[src/rtl/shake_arbiter_if.sv]
// rtl/shake_arbiter_if.sv - requester-side and SHAKE-core-side handshake bundle for shake_arbiter
interface shake_arbiter_if #(
  parameter int W       = 64,
  parameter int NUM_REQ = 2
);
  logic [NUM_REQ-1:0]   req_valid_in;
  logic [NUM_REQ*W-1:0] req_data_in;
  logic [NUM_REQ-1:0]   req_ready_out;
  logic [NUM_REQ-1:0]   req_valid_out;
  logic [W-1:0]         req_data_out;
  logic [NUM_REQ-1:0]   req_ready_in;

  logic                 core_valid_in;
  logic [W-1:0]         core_data_in;
  logic                 core_ready_out;
  logic                 core_valid_out;
  logic [W-1:0]         core_data_out;
  logic                 core_ready_in;

  // Arbiter view: consumes requester words and core digests, drives the rest.
  modport slave (
    input  req_valid_in,
    input  req_data_in,
    output req_ready_out,
    output req_valid_out,
    output req_data_out,
    input  req_ready_in,
    output core_valid_in,
    output core_data_in,
    input  core_ready_out,
    input  core_valid_out,
    input  core_data_out,
    output core_ready_in
  );

  modport master (
    output req_valid_in,
    output req_data_in,
    input  req_ready_out,
    input  req_valid_out,
    input  req_data_out,
    output req_ready_in,
    input  core_valid_in,
    input  core_data_in,
    output core_ready_out,
    output core_valid_out,
    output core_data_out,
    input  core_ready_in
  );
endinterface

[src/rtl/shake_arbiter.sv]
// rtl/shake_arbiter.sv - round-robin arbiter sharing one SHAKE core among NUM_REQ requesters
module shake_arbiter #(
  parameter int W       = 64,
  parameter int NUM_REQ = 2
) (
  input  logic            clk,
  input  logic            rst,
  shake_arbiter_if.slave  bus,
  output logic [1:0]      grant_idx,
  output logic            busy
);

  typedef enum logic [1:0] {
    IDLE    = 2'd0,
    HEADER  = 2'd1,
    ABSORB  = 2'd2,
    SQUEEZE = 2'd3
  } state_t;

  state_t      state_q, state_d;
  logic [1:0]  grant_q, grant_d;
  logic [1:0]  rr_q, rr_d;
  logic [28:0] in_cnt_q, in_cnt_d;
  logic [29:0] out_cnt_q, out_cnt_d;
  logic        armed_q;

  logic         own_valid;
  logic         own_ready_in;
  logic [W-1:0] own_word;

  logic         win_found;
  logic [1:0]   win_idx;
  logic [1:0]   rr_next;
  logic         msg_done;

  logic [28:0]  in_w;
  logic [29:0]  out_w;

  logic [NUM_REQ-1:0] ready_vec;
  logic [NUM_REQ-1:0] valid_vec;
  logic [W-1:0]       dig_word;
  logic               fwd_valid;
  logic [W-1:0]       fwd_word;
  logic               dig_accept;
  logic               xfer_in;
  logic               xfer_out;

  // Owner-side view of the requester bundle.
  always_comb begin
    own_valid    = 1'b0;
    own_ready_in = 1'b0;
    own_word     = '0;
    for (int i = 0; i < NUM_REQ; i++) begin
      if (grant_q == 2'(i)) begin
        own_valid    = bus.req_valid_in[i];
        own_ready_in = bus.req_ready_in[i];
        own_word     = bus.req_data_in[i*W +: W];
      end
    end
  end

  // First valid requester at or after rr_q, scanning in rotation order.
  always_comb begin
    win_found = 1'b0;
    win_idx   = 2'd0;
    for (int k = 0; k < NUM_REQ; k++) begin
      for (int j = 0; j < NUM_REQ; j++) begin
        if (!win_found && bus.req_valid_in[j] &&
            (j == ((int'(rr_q) + k) % NUM_REQ))) begin
          win_found = 1'b1;
          win_idx   = 2'(j);
        end
      end
    end
  end

  // Byte lengths rounded up to 64-bit words; widths chosen so the +1 cannot wrap.
  assign in_w  = {3'b000, own_word[60:35]} + {28'd0, |own_word[34:32]};
  assign out_w = {1'b0, own_word[31:3]}   + {29'd0, |own_word[2:0]};

  assign rr_next = (grant_q == 2'(NUM_REQ - 1)) ? 2'd0 : grant_q + 2'd1;

  always_comb begin
    ready_vec  = '0;
    valid_vec  = '0;
    dig_word   = '0;
    fwd_valid  = 1'b0;
    fwd_word   = '0;
    dig_accept = 1'b0;
    case (state_q)
      HEADER, ABSORB: begin
        fwd_valid = own_valid;
        fwd_word  = own_valid ? own_word : '0;
        for (int i = 0; i < NUM_REQ; i++) begin
          if (grant_q == 2'(i)) ready_vec[i] = bus.core_ready_out;
        end
      end
      SQUEEZE: begin
        dig_accept = own_ready_in;
        dig_word   = bus.core_data_out;
        for (int i = 0; i < NUM_REQ; i++) begin
          if (grant_q == 2'(i)) valid_vec[i] = bus.core_valid_out;
        end
      end
      default: ;
    endcase
  end

  assign xfer_in  = fwd_valid && bus.core_ready_out;
  assign xfer_out = bus.core_valid_out && dig_accept;

  assign bus.req_ready_out = ready_vec;
  assign bus.req_valid_out = valid_vec;
  assign bus.req_data_out  = dig_word;
  assign bus.core_valid_in = fwd_valid;
  assign bus.core_data_in  = fwd_word;
  assign bus.core_ready_in = dig_accept;

  always_comb begin
    state_d   = state_q;
    grant_d   = grant_q;
    rr_d      = rr_q;
    in_cnt_d  = in_cnt_q;
    out_cnt_d = out_cnt_q;
    msg_done  = 1'b0;
    case (state_q)
      IDLE: begin
        if (armed_q && win_found) begin
          state_d = HEADER;
          grant_d = win_idx;
        end
      end
      HEADER: begin
        if (xfer_in) begin
          in_cnt_d  = in_w;
          out_cnt_d = out_w;
          if (in_w != '0)       state_d  = ABSORB;
          else if (out_w != '0) state_d  = SQUEEZE;
          else                  msg_done = 1'b1;
        end
      end
      ABSORB: begin
        if (xfer_in) begin
          in_cnt_d = in_cnt_q - 29'd1;
          if (in_cnt_q == 29'd1) begin
            if (out_cnt_q != '0) state_d  = SQUEEZE;
            else                 msg_done = 1'b1;
          end
        end
      end
      SQUEEZE: begin
        if (xfer_out) begin
          out_cnt_d = out_cnt_q - 30'd1;
          if (out_cnt_q == 30'd1) msg_done = 1'b1;
        end
      end
      default: state_d = IDLE;
    endcase
    if (msg_done) begin
      state_d = IDLE;
      rr_d    = rr_next;
    end
  end

  // armed_q holds off the first grant until one full clock after reset release.
  always_ff @(posedge clk or negedge rst) begin
    if (!rst) begin
      state_q   <= IDLE;
      grant_q   <= 2'd0;
      rr_q      <= 2'd0;
      in_cnt_q  <= '0;
      out_cnt_q <= '0;
      armed_q   <= 1'b0;
    end else begin
      state_q   <= state_d;
      grant_q   <= grant_d;
      rr_q      <= rr_d;
      in_cnt_q  <= in_cnt_d;
      out_cnt_q <= out_cnt_d;
      armed_q   <= 1'b1;
    end
  end

  assign grant_idx = grant_q;
  assign busy      = (state_q != IDLE);

endmodule

[src/flat_wrapper.sv]
// flat-port wrapper written by rule: the top's interface ports become plain ports
module shake_arbiter_flat 
#(
  parameter int W       = 64,
  parameter int NUM_REQ = 2
)
  (clk, rst, grant_idx, busy, bus_req_valid_in, bus_req_data_in, bus_req_ready_out, bus_req_valid_out, bus_req_data_out, bus_req_ready_in, bus_core_valid_in, bus_core_data_in, bus_core_ready_out, bus_core_valid_out, bus_core_data_out, bus_core_ready_in);
  shake_arbiter_if #(.W(W), .NUM_REQ(NUM_REQ)) bus_i ();
  input  logic clk;
  input  logic rst;
  output logic [1:0] grant_idx;
  output logic busy;
  input wire logic [$bits(bus_i.req_valid_in)-1:0] bus_req_valid_in;
  input wire logic [$bits(bus_i.req_data_in)-1:0] bus_req_data_in;
  output wire logic [$bits(bus_i.req_ready_out)-1:0] bus_req_ready_out;
  output wire logic [$bits(bus_i.req_valid_out)-1:0] bus_req_valid_out;
  output wire logic [$bits(bus_i.req_data_out)-1:0] bus_req_data_out;
  input wire logic [$bits(bus_i.req_ready_in)-1:0] bus_req_ready_in;
  output wire logic [$bits(bus_i.core_valid_in)-1:0] bus_core_valid_in;
  output wire logic [$bits(bus_i.core_data_in)-1:0] bus_core_data_in;
  input wire logic [$bits(bus_i.core_ready_out)-1:0] bus_core_ready_out;
  input wire logic [$bits(bus_i.core_valid_out)-1:0] bus_core_valid_out;
  input wire logic [$bits(bus_i.core_data_out)-1:0] bus_core_data_out;
  output wire logic [$bits(bus_i.core_ready_in)-1:0] bus_core_ready_in;
  assign bus_i.req_valid_in = bus_req_valid_in;
  assign bus_i.req_data_in = bus_req_data_in;
  assign bus_req_ready_out = bus_i.req_ready_out;
  assign bus_req_valid_out = bus_i.req_valid_out;
  assign bus_req_data_out = bus_i.req_data_out;
  assign bus_i.req_ready_in = bus_req_ready_in;
  assign bus_core_valid_in = bus_i.core_valid_in;
  assign bus_core_data_in = bus_i.core_data_in;
  assign bus_i.core_ready_out = bus_core_ready_out;
  assign bus_i.core_valid_out = bus_core_valid_out;
  assign bus_i.core_data_out = bus_core_data_out;
  assign bus_core_ready_in = bus_i.core_ready_in;
  shake_arbiter #(.W(W), .NUM_REQ(NUM_REQ)) u_core (.clk(clk), .rst(rst), .bus(bus_i), .grant_idx(grant_idx), .busy(busy));
endmodule
[config.mk]
export PLATFORM = sky130hd
export DESIGN_NAME = shake_arbiter_flat
export DESIGN_NICKNAME = d
export VERILOG_FILES = /design/src/rtl/shake_arbiter_if.sv /design/src/rtl/shake_arbiter.sv /design/src/flat_wrapper.sv
export SDC_FILE = /design/constraint.sdc
export NUM_CORES = 1
export LEC_CHECK = 0
export CAP_MARGIN = 20
export CORE_ASPECT_RATIO = 0.9
export CORE_UTILIZATION = 40
export DETAILED_ROUTE_END_ITERATION = 10
export HOLD_SLACK_MARGIN = 0.15
export PLACE_DENSITY = 0.79
export SLEW_MARGIN = 20
export SYNTH_ARGS = -nofsm -noshare
export SYNTH_HDL_FRONTEND = slang
export SYNTH_SLANG_ARGS = --single-unit
[constraint.sdc]
create_clock -name clk -period 6.1 [get_ports clk]
set_input_delay 1.525 -clock clk [delete_from_list [all_inputs] [get_ports clk]]
set_output_delay 1.525 -clock clk [all_outputs]
set_load 0.01 [all_outputs]
==> reports/results.txt <==
Fraction of synthesized cell area in xor and xnor cells = 4.76%
Yosys Warn Count = 0
Worst R2R Setup Slack = 1.17 ns
FF-to-FF End = u_core.state_q[0]$_DFFE_PN0P_
Critical Path AT = 5.96 ns
Layout cell share with drive strength beyond 1 = 5.29%
Leakage = 4.34 nW
Worst hold path endpoint = u_core.in_cnt_q[28]$_DFFE_PN0P_
Global-route usage over all layers = 31.3%
Longest Clk Path Bufs = 2
Fillers = 1708
Ys async rst share = 100%
Std-Cell Rows = 48
Peak supply drop = 0.271 mV
Core Box Area = 19300 um2
Total CTS buffers = 9
Cts repair resizes = 0
# Max-Cap Violations = 0
Min-delay worst type = reg2reg
Post-Syn Instances = 1086
Slew @ Worst Pin = 0.968 ns
Remaining DRCs = 0
Mapped Area = 7910 um2
Setup_tns = 0 ns
TritonCTS clock tree = built
Setup crit start = bus_req_data_in[66]
Critical path class = in2reg
R2R depth = 12
Min-Delay Startpoint = u_core.in_cnt_q[28]$_DFFE_PN0P_
Final hold viol count = 0
Avg Cell Area, Syn = 7.28 um2
Vias in the first global route = 8756
Hpwl dp = 25.7 mm
Total Wirelength = 32.5 mm
Post-route antenna net violation count = 0
Post-CTS Setup Repair Bufs = 0
Synth Area in Simple Gates = 35.2%
Setup-failing EPs final = 0
FF-to-FF Start = u_core.grant_idx[0]$_DFFE_PN0P_
Tcrit/Tclk final = 94.0%
Worst Path Max Fanout = 5
Post-DP Area = 11500 um2
Hold path depth = 1
Pwr/cell area = 400 nW/um2
Diode count = 0
Synth Register Bits = 64
Result of the run = finished, final reports clean
Die W = 150 um
Post-cts hold buffer count = 0
Initial DRC Count = 990
Post-synth cell types = 76
Vias/cell = 5.95
H-Tree Depth = 3
Die Height = 135 um
I/O Pins = 337
Largest net degree at the start of global routing = 119
Post-synthesis mux area share = 10.4%
WP data required = 6.33 ns
Sequential-to-total area share from yosys stat = 20.3%
Post-synth EDFFs = 0
Fin. max-slew vios = 0
Final Wtd Congestion = 0.993
Nets = 1605
Final min period = 5.73 ns
Clock slew at reported path FFs = 0.05 ns
Worst skew pair latency = 0.34 ns
GRT overflow = 0
Max_slew headroom = 35.5%
RSZ-0062 raised after global routing = false
Highest Clock Rate = 174 MHz
Via count = 9813
Die Footprint = 20300 um2
Buffers on Ports = 335
Syn Nets = 1298
Predominant post-synthesis flop cell = dfrtp_1
Initial antenna violation count = 4
Clk sink count = 64
Adder-Cell Fraction of Synth Area = 1.90%
Register area = 1610 um2
Worst Setup Start Kind = input port
Synth Area in Compound Gates = 22.8%
Global-route wire length before repair = 49.1 mm
Multi-input logic area = 5970 um2
Combinational family with the most area after synthesis = simple AND/OR/NAND/NOR gates
Drt first pass iters = 6
DR WL/cell = 19.7 um
Area grow syn2layout = 49.3%
Initial core utilization = 41.0%
CTS root buf = clkbuf_16
Setup crit end kind = flop
Final Instance Area = 11800 um2
Clock Skew = 0.00814 ns
-- Yosys cell counts, types with 13 or more instances --
cell type | number | share of area (%)
a21oi_1 | 76 | 4.8
a31oi_1 | 17 | 1.3
and2_1 | 75 | 5.9
and3_1 | 15 | 1.2
clkbuf_1 | 47 | 2.2
dfrtp_1 | 64 | 20
inv_1 | 20 | 0.95
mux2_2 | 15 | 2.1
mux2i_1 | 63 | 8.0
nand2_1 | 106 | 5.0
nand2b_1 | 14 | 1.1
nand3_1 | 69 | 4.4
nand3b_1 | 15 | 1.4
nand4_1 | 23 | 1.8
nand4b_1 | 13 | 1.4
nor2_1 | 99 | 4.7
nor3_1 | 22 | 1.4
nor4_1 | 20 | 1.6
o21ai_0 | 55 | 3.5
o22ai_1 | 42 | 3.3
xnor2_1 | 29 | 3.2
xor2_1 | 14 | 1.6
-- state kept, by name, indices dropped and copies added (netlist names) --
signal and count:
u_core.out_cnt_q 30, u_core.in_cnt_q 29, u_core.state_q 2, u_core.armed_q 1, u_core.grant_idx 1, u_core.rr_q 1
-- cells in the final DEF (no fill, tap or decap), types with 15 or more instances in the layout --
| master | n |
|---|---|
| clkdlybuf4s50_1 | 334 |
| nand3b_1 | 15 |
| inv_1 | 20 |
| o22ai_1 | 42 |
| nor2_1 | 99 |
| nand3_1 | 69 |
| nand2_1 | 105 |
| and3_1 | 15 |
| nor3_1 | 22 |
| and2_1 | 75 |
| o21ai_0 | 55 |
| a21oi_1 | 76 |
| xnor2_1 | 29 |
| nand4_1 | 23 |
| mux2i_1 | 63 |
| a31oi_1 | 17 |
| buf_4 | 23 |
| nor4_1 | 19 |
| mux2_2 | 15 |
| dfrtp_1 | 63 |
-- report_power, final --
part           internal, mW  total (mW)  switching, mW  leakage (nW)
clock network         0.339       0.530          0.191         0.143
registers             0.627       0.904          0.277         0.726
logic                  1.51        3.29           1.78          3.47
-- cell type report --
cell class | count | area share [%]
clock buffers | 14 | 2.24
clock inverters | 2 | 0.318
inverters | 20 | 0.636
multi-input cells | 939 | 50.6
flip-flops and latches | 64 | 13.6
well taps | 250 | 2.65
repair buffers | 359 | 30.0
-- worst max path at each step --
stage / to / slack [ns] / cells past startpoint
6_report: u_core.state_q[0]$_DFFE_PN0P_ / 0.37 / 13
5_1_grt: u_core.state_q[0]$_DFFE_PN0P_ / 0.18 / 13
4_1_cts: u_core.state_q[0]$_DFFE_PN0P_ / 0.37 / 13
3_5_place_dp: u_core.state_q[0]$_DFFE_PN0P_ / 0.02 / 13
3_3_place_gp: u_core.state_q[0]$_DFFE_PN0P_ / 0.11 / 13
2_1_floorplan: u_core.state_q[0]$_DFFE_PN0P_ / 0.03 / 21
-- routing by layer --
metal | share of wire (%) | track usage (%) | routed length, um | up-vias
met3 | 11 | 8.05 | 3470 | 47
li1 | - | - | - | 4676
met4 | 1.8 | 7.07 | 576 | 8
met2 | 44 | 47.9 | 14200 | 499
met5 | 0.16 | 0 | 52 | -
met1 | 44 | 43.7 | 14200 | 4583
-- kinds of logic after synthesis --
group,count (synthesis)
buffers and inverters,83
flip-flops,64
adder cells (fa/ha/maj),12
other,2
multiplexers,79
AND/OR/NAND/NOR,522
AO/OA/AOI/OAI,281
XOR/XNOR,43
-- critical path, cell delays in order --
cell and delay, ns:
clkdlybuf4s50_1 0.52, nor3_1 0.06, a21oi_1 0.27, ha_1 0.35, ha_1 0.29, nand2_1 0.15
nor4b_2 0.34, mux2_2 0.37, or4_1 0.52, or4_1 0.58, or4_4 0.55, a31oi_1 0.21
and4b_1 0.22
-- metrics by stage --
step / setup slack, ns / total power [mW] / hold WS [ns] / std cells / utilization [%]
2_1_floorplan: 0.0313 / 2.88 / 0.437 / 1086 / -
3_3_place_gp: 0.106 / 4.08 / 0.467 / 1632 / 59.7
3_5_place_dp: 0.0192 / 4.14 / 0.479 / 1632 / 59.7
4_1_cts: 0.375 / 4.69 / 0.485 / 1648 / 61.2
5_1_grt: 0.178 / 5.05 / 0.512 / 1648 / 61.3
6_report: 0.365 / 4.72 / 0.486 / 1648 / 61.3
No activity file was read; power rests on OpenSTA's default activity.
